==> src/rtl/fme_pkg.sv <==
// Shared scheduler state encodings and default per-block phase lengths for the
// fractional-ME interpolation scheduler.
package fme_pkg;

    typedef enum logic [2:0] {
        ST_IDLE   = 3'd0,
        ST_LAUNCH = 3'd1,
        ST_BEGIN  = 3'd2,
        ST_PH     = 3'd3,
        ST_SETUP  = 3'd4,
        ST_PVPO   = 3'd5,
        ST_PVSO   = 3'd6,
        ST_DONE   = 3'd7
    } sched_state_t;

    localparam int DEF_PH_CYCLES   = 16;
    localparam int DEF_PVPO_CYCLES = 7;
    localparam int DEF_PVSO_CYCLES = 27;
    localparam int DEF_CNT_W       = 5;
    localparam int DEF_NB_W        = 4;

endpackage

==> src/rtl/fme_phase_counter.sv <==
// Shared phase-length counter: clears or increments, and flags when the count
// reaches a runtime-selected terminal value.
module fme_phase_counter #(
    parameter int CNT_W = 5
) (
    input  logic             clock,
    input  logic             reset_n,
    input  logic             clear,
    input  logic             inc,
    input  logic [CNT_W-1:0] limit,
    output logic             terminal
);

    logic [CNT_W-1:0] count;

    always_ff @(posedge clock or negedge reset_n) begin
        if (!reset_n) begin
            count <= '0;
        end else if (clear) begin
            count <= '0;
        end else if (inc) begin
            count <= count + CNT_W'(1);
        end
    end

    assign terminal = (count == limit);

endmodule

==> src/rtl/fme_interpolation_scheduler.sv <==
// Batch sequencer that mirrors interpolation_control phase by phase and emits
// the enable launch pulse and per-phase finished pulses for N blocks.
module fme_interpolation_scheduler
    import fme_pkg::*;
#(
    parameter int PH_CYCLES   = DEF_PH_CYCLES,
    parameter int PVPO_CYCLES = DEF_PVPO_CYCLES,
    parameter int PVSO_CYCLES = DEF_PVSO_CYCLES,
    parameter int CNT_W       = DEF_CNT_W,
    parameter int NB_W        = DEF_NB_W
) (
    input  logic            clock,
    input  logic            reset_n,
    input  logic            start,
    input  logic [NB_W-1:0] num_blocks,
    output logic            enable,
    output logic            PH_INTERPOLATION_finished,
    output logic            PVPO_INTERPOLATION_finished,
    output logic            PVSO_INTERPOLATION_finished,
    output logic [NB_W-1:0] block_index,
    output logic [2:0]      phase,
    output logic            busy,
    output logic            done
);

    sched_state_t    state;
    logic [NB_W-1:0] block_idx_q;
    logic [NB_W-1:0] latched_n;

    logic             counting;
    logic             cnt_clear;
    logic             terminal;
    logic [CNT_W-1:0] limit;
    logic             last_block;

    // The single counter runs only inside the three timed phases and is
    // cleared on the terminal cycle so the next phase always starts at zero.
    always_comb begin
        limit = '0;
        case (state)
            ST_PH:   limit = CNT_W'(PH_CYCLES - 1);
            ST_PVPO: limit = CNT_W'(PVPO_CYCLES - 1);
            ST_PVSO: limit = CNT_W'(PVSO_CYCLES - 1);
            default: limit = '0;
        endcase
    end

    assign counting   = (state == ST_PH) || (state == ST_PVPO) || (state == ST_PVSO);
    assign cnt_clear  = !counting || terminal;
    assign last_block = (block_idx_q == (latched_n - NB_W'(1)));

    fme_phase_counter #(
        .CNT_W (CNT_W)
    ) u_phase_counter (
        .clock    (clock),
        .reset_n  (reset_n),
        .clear    (cnt_clear),
        .inc      (counting),
        .limit    (limit),
        .terminal (terminal)
    );

    always_ff @(posedge clock or negedge reset_n) begin
        if (!reset_n) begin
            state       <= ST_IDLE;
            block_idx_q <= '0;
            latched_n   <= '0;
        end else begin
            case (state)
                ST_IDLE: begin
                    if (start) begin
                        if (num_blocks != '0) begin
                            latched_n   <= num_blocks;
                            block_idx_q <= '0;
                            state       <= ST_LAUNCH;
                        end else begin
                            state <= ST_DONE;
                        end
                    end
                end
                ST_LAUNCH: state <= ST_BEGIN;
                ST_BEGIN:  state <= ST_PH;
                ST_PH: begin
                    if (terminal) state <= ST_SETUP;
                end
                ST_SETUP:  state <= ST_PVPO;
                ST_PVPO: begin
                    if (terminal) state <= ST_PVSO;
                end
                ST_PVSO: begin
                    if (terminal) begin
                        if (last_block) begin
                            state <= ST_DONE;
                        end else begin
                            block_idx_q <= block_idx_q + NB_W'(1);
                            state       <= ST_LAUNCH;
                        end
                    end
                end
                ST_DONE: begin
                    block_idx_q <= '0;
                    state       <= ST_IDLE;
                end
                default: state <= ST_IDLE;
            endcase
        end
    end

    // Outputs decode registered state only; nothing flows through from start.
    assign enable                      = (state == ST_LAUNCH);
    assign PH_INTERPOLATION_finished   = (state == ST_PH)   && terminal;
    assign PVPO_INTERPOLATION_finished = (state == ST_PVPO) && terminal;
    assign PVSO_INTERPOLATION_finished = (state == ST_PVSO) && terminal;
    assign block_index                 = block_idx_q;
    assign phase                       = state;
    assign busy                        = (state != ST_IDLE);
    assign done                        = (state == ST_DONE);

endmodule
==> config.mk <==
export PLATFORM = sky130hd
export DESIGN_NAME = fme_interpolation_scheduler
export DESIGN_NICKNAME = d
export VERILOG_FILES = /design/src/rtl/fme_pkg.sv /design/src/rtl/fme_phase_counter.sv /design/src/rtl/fme_interpolation_scheduler.sv
export SDC_FILE = /design/constraint.sdc
export NUM_CORES = 1
export LEC_CHECK = 0
export ABC_AREA = 1
export CAP_MARGIN = 25
export CORE_MARGIN = 2
export CORE_UTILIZATION = 52
export DETAILED_ROUTE_END_ITERATION = 8
export PLACE_DENSITY = 0.79
export SLEW_MARGIN = 5
export SYNTH_ARGS = -nofsm -noshare
export SYNTH_HDL_FRONTEND = slang
export SYNTH_SLANG_ARGS = --single-unit
==> constraint.sdc <==
create_clock -name clock -period 2.1 [get_ports clock]
set_input_delay 0.315 -clock clock [delete_from_list [all_inputs] [get_ports clock]]
set_output_delay 0.315 -clock clock [all_outputs]
set_load 0.02 [all_outputs]
==> results of run 1 <==
## final timing paths
kind / slack [ns] / from / depth (start not counted) / endpoint
max: 0.009 / phase[0]$_DFFE_PN0P_ / 9 / PH_INTERPOLATION_finished
min: 0.32 / reset_n / 2 / block_index[2]$_DFFE_PN0P_
max reg2reg: 0.26 / phase[0]$_DFFE_PN0P_ / 13 / phase[1]$_DFFE_PN0P_
min reg2reg: 0.52 / latched_n[3]$_DFFE_PN0P_ / 2 / latched_n[3]$_DFFE_PN0P_
max in group asynchronous: 1.57 / reset_n / 2 / phase[0]$_DFFE_PN0P_
min in group clock: 0.52 / latched_n[3]$_DFFE_PN0P_ / 2 / latched_n[3]$_DFFE_PN0P_
## kinds of logic (layout without fill, tap and decap cells)
kind of cell / Yosys count / after routing / synth area share (%)
compound gates: 9 / 9 / 4.14
fa+ha+maj: 3 / 3 / 3.27
simple gates: 109 / 109 / 44.2
buf+inv: 29 / 69 / 10.5
xor+xnor: 4 / 4 / 3.05
flops: 16 / 16 / 34.9
## power by group
group	internal, mW	total [mW]	switching (mW)	leakage [nW]
sequential	0.308	0.308	0	0.191
clock	0.106	0.217	0.111	0.0210
combinational	0.0117	0.0213	0.00965	0.649
## registers in the layout, summed over array words and instances, names as in the netlist
signal,cells
u_phase_counter.count,5
block_index,4
latched_n,4
phase,3
## critical path: stages, from the launching register on
cell and delay (ns):
dfrtp_2 0.48, nand2_1 0.13, nor2_2 0.15, nand2_1 0.07, nand2_1 0.07, nand3_1 0.09, nor2_2 0.11, nand2_2 0.09
nor2_1 0.12, buf_4 0.16
## metal layers
| layer | vias to the layer above | part of all wire, % |
|---|---|---|
| met5 | - | 0 |
| met4 | 0 | 3.0 |
| met3 | 11 | 4.8 |
| met2 | 39 | 53 |
| met1 | 569 | 39 |
| li1 | 604 | - |
## area by class of cell
type / instances / area (um^2)
well taps: 28 / 35.0
inverters: 27 / 104
multi-input cells: 125 / 666
flip-flops and latches: 16 / 404
repair buffers: 38 / 337
fillers: 177 / 567
clock buffers: 4 / 36.3
## cell usage in the layout (no fill, tap or decap)
master           count
dlymetal6s2s_1       2
nor3_1               3
buf_6                2
nand4_1              1
nand2_2              5
o21ai_0              5
buf_4               20
xnor2_1              1
dlygate4sd2_1        1
ha_1                 3
nand2_1             52
clkbuf_4             3
nand3_1             13
nand3_2              3
a211oi_1             1
xor2_1               3
clkdlybuf4s50_1     13
a21oi_1              3
inv_2                2
dfrtp_1             13
nor2b_4              1
inv_4                1
clkbuf_8             1
nor2_1              19
nor2_2               4
inv_1               24
dfrtp_2              3
nand3b_1             2
or2_4                1
nand3_4              2
nand2_4              3
## metrics by stage
step	TNS, ns	power, mW
3_3_place_gp	0	0.335
3_5_place_dp	-0.0662	0.336
4_1_cts	-0.0164	0.552
2_1_floorplan	0	0.316
6_report	0	0.546
5_1_grt	-0.0416	0.563
## what timing repair did
item	in CTS	in global routing
pin swaps	0	3
setup buffers	2	5
resized for setup	13	21
setup endpoints to repair	4	5
==> impl_metrics.yaml, run 1 <==
place:
  place_ws_ns: -0.0500
  place_area_mm2: 0.00145
  portBuffers: 19
  finalWeightedCongestion: 0.873
  post-place-cells: 227
  dp_hpwl_mm: 2.04
drt:
  wl_per_cell_um: 12.4
  ant_nets: 0
  vias_per_cell: 5.14
  dr_total_vias: 1223
  routed_wl_mm: 2.95
  drc: 0
  first_pass_iters: 4
  drt_iter0_markers: 27
setup_path:
  cp-start-kind: "register"
  worst-path-max-fanout: 6
  crit_required_ns: 1.78
  critPathKind: "reg2out"
  critical_path_arrival_ns: 1.78
  end_kind: "output port"
final_layout:
  layout.nets: 221
  syn2layout_area_growth_pct: 37.7
  final_util_pct: 73.6
  fin_cells: 238
  antenna_cells: 0
  layout-drive-gt1-share_pct: 24.3
  post-route-cell-area_mm2: 0.00158
sta:
  fin_crit_ns: 2.09
  slew_violations: 0
  rsz0062_at_grt: "yes"
  finalHoldViolations: 0
  skew_ns: 0.00836
  setup_ws_ns: 0.00890
  fmax_mhz: 478
  worstMarginPinSlew_ns: 0.231
  min_period_over_period_pct: 99.6
  setup_viol: 0
  slew_headroom_pct: 84.5
  holdWs_ns: 0.319
synthesis:
  syn_nets: 180
  synth_top_cell_by_area: "dfrtp_1"
  yosysMostFrequentCell: "nand2_1"
  synth-seq-cells: 16
  synth_edf_count: 0
  async_flop_share_pct: 100
  yosysTopAreaCellShare_pct: 34.9
  yosys-top-cells-area: "dfrtp_1, nand2_1, inv_1, nor2_1, nand3_1"
  synth_cells: 170
  ys_seq_area_share_pct: 34.9
  avgSynthCellArea_um2: 6.76
  synth_common_cells: "nand2_1, inv_1, nor2_1"
  synth_ff_type: "dfrtp_1"
  syn-cell-area_mm2: 0.00115
  ys_types: 24
  synth_warnings: 0
global_route:
  antenna_found_initial: 0
  grt-ovfl-total: 0
  grtUsageMet2_pct: 45.7
  grt.busiest_layer: "met2"
  grt_pass1_wl_mm: 4.77
  grtUsageMet1_pct: 26.1
  grt_start_max_net_pins: 17
  use_met3_pct: 4.97
  first_global_vias: 1168
  grtUsageTotal_pct: 24.9
power_and_ir_drop:
  max-vdd-ir-drop_mv: 0.296
  power.leakage_nw: 0.861
  cellPowerDensity_mw_per_mm2: 345
floorplan:
  die-area_mm2: 0.00260
  core_mm2: 0.00215
  start_util_pct: 53.5
  die_x_um: 51
  die_y_um: 51
  fp-row-count: 17
  ios: 20
cts:
  clock_latency_ns: 0.31
  cts_buffers: 3
  cts_root_buf: "clkbuf_4"
  clockBufferDepth: 2
  htreeDepth: 1
  cts_tree: "yes"
  hold_buffers: 0
  clkSinkCount: 16
  clk_pin_slew_worst_paths_ns: 0.10
run:
  max_cap_violations: 0
min_path:
  hold_class: "in2async"
status:
  status: "finished, final reports clean"
Note: power is estimated with default switching activity, not from simulation.
==> run 2: changes to the inputs <==
Settings changed: SETUP_SLACK_MARGIN set to 0.05, SLEW_MARGIN 5 to 20.
==> run 2 against run 1 <==
  * The run now ends with negative setup slack left
  * Clock power about the same
  * Non-clock buffer count increased by 3
  * Worst setup slack got worse by 0.033 ns
  * Register-to-register slack got worse by 0.05 ns
  * Die area unchanged
  * Clock skew decreased by 0.0049 ns
  * Sequential share of layout area decreased by 0.52 points
  * Sequential power about the same
  * Global-route usage unchanged
  * Combinational power about the same
  * Worst hold slack improved by 0.0049 ns
==> impl_metrics.yaml, run 2 (synthesis results as in run 1) <==
sta:
  rsz0062_at_grt: "yes"
  fin_crit_ns: 2.12
  skew_ns: 0.00350
  setup_ws_ns: -0.0245
  worstMarginPinSlew_ns: 0.246
  finalHoldViolations: 0
  fmax_mhz: 471
  holdWs_ns: 0.324
  slew_violations: 0
  min_period_over_period_pct: 101
  slew_headroom_pct: 83.5
  setup_viol: 2
setup_path:
  cp-startpoint: "phase[0]$_DFFE_PN0P_"
  end_kind: "output port"
  worst-path-max-fanout: 6
  r2r_start: "phase[0]$_DFFE_PN0P_"
  critPathKind: "reg2out"
  rrSetupSlack_ns: 0.21
  critical_path_arrival_ns: 1.81
  crit_required_ns: 1.78
  cp-start-kind: "register"
final_layout:
  final_util_pct: 75.1
  final_cell_mix: "nand2_1, inv_1, buf_4, nor2_1"
  syn2layout_area_growth_pct: 40.5
  largest_register: "u_phase_counter.count"
  largest_reg_flops: 5
  layout.nets: 224
  layout-drive-gt1-share_pct: 26.3
  antenna_cells: 0
  layout_commonest_cell: "nand2_1"
global_route:
  antenna_found_initial: 0
  grt_pass1_wl_mm: 4.77
  grt-ovfl-total: 0
  grt_start_max_net_pins: 17
  grtUsageTotal_pct: 24.9
  first_global_vias: 1168
cts:
  clockBufferDepth: 2
  htreeDepth: 1
  cts_root_buf: "clkbuf_4"
  hold_buffers: 0
  cts_tree: "yes"
  cts_buffers: 3
  clock_latency_ns: 0.31
  clk_pin_slew_worst_paths_ns: 0.10
  clkSinkCount: 16
status:
  status: "complete, but fails checks"
  violations: "negative setup slack"
power_and_ir_drop:
  p_clk_share_pct: 39.6
  power.net_switching_mw: 0.120
  intPower_mw: 0.426
  seqPwrFrac_pct: 56.4
  power.leakage_nw: 0.863
  power_switching_share_pct: 22.0
  total_power_mw: 0.546
  cellPowerDensity_mw_per_mm2: 338
  max-vdd-ir-drop_mv: 0.311
  pwr-share-comb_pct: 4.0
min_path:
  hold_class: "in2async"
floorplan:
  ios: 20
  core_mm2: 0.00215
  die-area_mm2: 0.00260
  die_y_um: 51
  start_util_pct: 53.5
  fp-row-count: 17
  die_x_um: 51
drt:
  first_pass_iters: 4
  drt_iter0_markers: 22
  wl_per_cell_um: 13.1
  drc: 0
  vias_per_cell: 5.19
  ant_nets: 0
  dr_total_vias: 1250
  routed_wl_mm: 3.15
place:
  place_ws_ns: -0.0500
  dp_hpwl_mm: 2.04
  finalWeightedCongestion: 0.873
  portBuffers: 19
run:
  max_cap_violations: 0
-- run 2: changes by cell type in the layout (fill, tap and decap cells not counted), sizes merged --
| cell | delta |
|---|---|
| dlymetal6s2s | -1 |
| buf | +3 |
| clkbuf | +1 |
-- run 2: timing repair --
action                                  CTS  global route
setup buffers                             2             8
endpoints found under the setup margin    5             4
cloned                                    0             0
gates resized for setup                  14            27
pin swaps                                 0             5
-- run 2: worst paths after layout --
path,endpoint,cells after the start
max,PH_INTERPOLATION_finished,10
min,block_index[2]$_DFFE_PN0P_,2
max reg2reg,phase[1]$_DFFE_PN0P_,14
min reg2reg,latched_n[3]$_DFFE_PN0P_,2
max in group asynchronous,phase[0]$_DFFE_PN0P_,2
min in group clock,latched_n[3]$_DFFE_PN0P_,2
-- run 2: stage by stage --
stage,setup TNS (ns),cells,area (um^2)
2_1_floorplan,0,170,1150
3_3_place_gp,0,227,1450
3_5_place_dp,-0.0662,227,1450
4_1_cts,-0.0164,233,1500
5_1_grt,-0.181,241,1610
6_report,-0.0343,241,1610
-- run 2: layout make-up --
type                       count  area [um^2]
inverter                      27          104
tap                           28         35.0
fill                         172          534
clock buffer                   4         36.3
sequential                    16          404
timing repair buffer          41          359
multi-input combinational    125          676
-- run 2: critical path, stage by stage, from the launching register on --
cell	delay, ns
dfrtp_2	0.49
inv_4	0.10
nand2_1	0.08
nand2_2	0.10
nand2_2	0.08
nand2_1	0.10
nand2_1	0.08
nor2_2	0.10
nand2_2	0.10
nor2_1	0.12
buf_4	0.16
-- run 2: per-layer routing --
layer | global-route usage (%) | wire (um)
met1 | 26.1 | 1200
met4 | 14.0 | 71
met2 | 45.7 | 1700
met3 | 4.97 | 177
met5 | 0 | 0
-- run 2: power by group through the flow --
| stage | registers (mW) | clock network (mW) | logic [mW] |
|---|---|---|---|
| 3_3_place_gp | 0.314 | 0 | 0.0212 |
| 2_1_floorplan | 0.314 | 0 | 0.00225 |
| 3_5_place_dp | 0.314 | 0 | 0.0219 |
| 5_1_grt | 0.308 | 0.232 | 0.0238 |
| 6_report | 0.308 | 0.216 | 0.0216 |
| 4_1_cts | 0.308 | 0.222 | 0.0221 |
==> run 3: changes to the inputs <==
Settings changed: CORE_MARGIN 2 to unset.
==> run 3 against run 2 <==
  * The flow now finishes without violations
  * Clock power down 4%
  * Worst setup slack improved by 0.14 ns
  * First-iteration DRC count grew 18%
==> impl_metrics.yaml, run 3 (synthesis results as in run 1) <==
place:
  place_ws_ns: 0.00795
  portBuffers: 19
  finalWeightedCongestion: 0.897
  dp_hpwl_mm: 1.94
cts:
  cts_root_buf: "clkbuf_4"
  hold_buffers: 0
  cts_buffers: 3
  cts_tree: "yes"
  clockBufferDepth: 2
  htreeDepth: 1
  clkSinkCount: 16
  clock_latency_ns: 0.29
  clk_pin_slew_worst_paths_ns: 0.10
drt:
  ant_nets: 0
  drt_iter0_markers: 26
  vias_per_cell: 4.97
  routedLengthMet1_mm: 1.20
  dr_total_vias: 1158
  wl_per_cell_um: 11.1
  met3_wirelength_um: 137
  routed_wl_mm: 2.59
  drc: 0
  topRoutingLayerUsed: "met4"
  met2_length_mm: 1.19
  first_pass_iters: 4
setup_path:
  end_kind: "output port"
  crit_required_ns: 1.78
  cp-start-kind: "register"
  critical_path_arrival_ns: 1.67
  critPathKind: "reg2out"
  worst-path-max-fanout: 5
sta:
  slew_violations: 0
  skew_ns: 0.0108
  setup_viol: 0
  finalHoldViolations: 0
  setup_ws_ns: 0.112
  min_period_over_period_pct: 94.7
  fmax_mhz: 503
  fin_setup_tns_ns: 0
  fin_crit_ns: 1.99
  slew_headroom_pct: 82.9
  worstMarginPinSlew_ns: 0.255
  rsz0062_at_grt: "yes"
power_and_ir_drop:
  max-vdd-ir-drop_mv: 0.341
  power.leakage_nw: 0.827
  cellPowerDensity_mw_per_mm2: 350
final_layout:
  fillers: 164
  largest_register: "u_phase_counter.count"
  syn2layout_area_growth_pct: 33.2
  layout-drive-gt1-share_pct: 21.8
  largest_reg_flops: 5
  final_cell_mix: "nand2_1, inv_1, nor2_1, buf_4"
  layout_commonest_cell: "nand2_1"
  antenna_cells: 0
  layout.nets: 217
global_route:
  first_global_vias: 1052
  grtUsageTotal_pct: 23.2
  grt_pass1_wl_mm: 4.36
  grt_start_max_net_pins: 17
  grt-ovfl-total: 0
  antenna_found_initial: 0
floorplan:
  die_x_um: 49
  start_util_pct: 56.8
  ios: 20
  die_y_um: 49
  core_mm2: 0.00202
  die-area_mm2: 0.00240
  fp-row-count: 16
status:
  status: "finished, final reports clean"
min_path:
  hold_class: "in2async"
run:
  max_cap_violations: 0
run 3: changes by cell type in the layout (fill, tap and decap cells not counted), moves of 2 or more:
cell / change
buf_4: -5
buf_6: -2
dlygate4sd2_1: +2
nand2_1: +2
nand2_2: -2
run 3: critical path, cell delays in order (launching register included):
cell and delay, ns:
dfrtp_2 0.47, buf_6 0.15, buf_4 0.14, nor3_1 0.21
inv_1 0.09, dlygate4sd2_1 0.33
run 3: path summary, 6_finish.rpt:
path	start	end	slack (ns)	cells after the start
max in group asynchronous	reset_n	phase[1]$_DFFE_PN0P_	1.56	2
max	phase[2]$_DFFE_PN0P_	busy	0.11	5
min reg2reg	u_phase_counter.count[0]$_DFFE_PN0P_	u_phase_counter.count[0]$_DFFE_PN0P_	0.53	1
min	reset_n	block_index[1]$_DFFE_PN0P_	0.32	2
min in group clock	u_phase_counter.count[0]$_DFFE_PN0P_	u_phase_counter.count[0]$_DFFE_PN0P_	0.53	1
max reg2reg	phase[2]$_DFFE_PN0P_	block_index[0]$_DFFE_PN0P_	0.29	11
run 3: stage by stage:
| step | cells | utilization (%) | hold WS (ns) | cell area (um^2) | total power [mW] |
|---|---|---|---|---|---|
| finish | 233 | 75.7 | 0.323 | 1530 | 0.536 |
| global route | 233 | 75.7 | 0.358 | 1530 | 0.557 |
| CTS | 230 | 72.6 | 0.334 | 1470 | 0.541 |
| detailed placement | 226 | 71.4 | 0.509 | 1440 | 0.336 |
| global placement | 226 | 71.4 | 0.498 | 1440 | 0.335 |
| floorplan | 170 | - | 0.0194 | 1150 | 0.316 |
run 3: layout make-up:
cell class | count | area (um^2) | share of cell area (%)
multi-input combinational | 125 | 653 | 42.7
sequential | 16 | 404 | 26.4
clock buffer | 4 | 36.3 | 2.37
timing repair buffer | 34 | 299 | 19.5
inverter | 27 | 104 | 6.79
tap | 27 | 33.8 | 2.21
run 3: layer usage:
layer,GRT usage [%],vias to the layer above
met1,31.2,514
met4,5.88,0
met5,0,-
met2,37.3,42
li1,-,596
met3,5.61,6
run 3: timing repair:
item	CTS	global route
resized for setup	17	14
setup endpoints to repair	6	3
setup buffers	0	3
pin swaps	0	4
run 3: power breakdown:
part	switching [mW]	leakage [nW]	internal (mW)
clock	0.101	0.0210	0.106
combinational	0.00939	0.614	0.0116
sequential	0	0.191	0.308
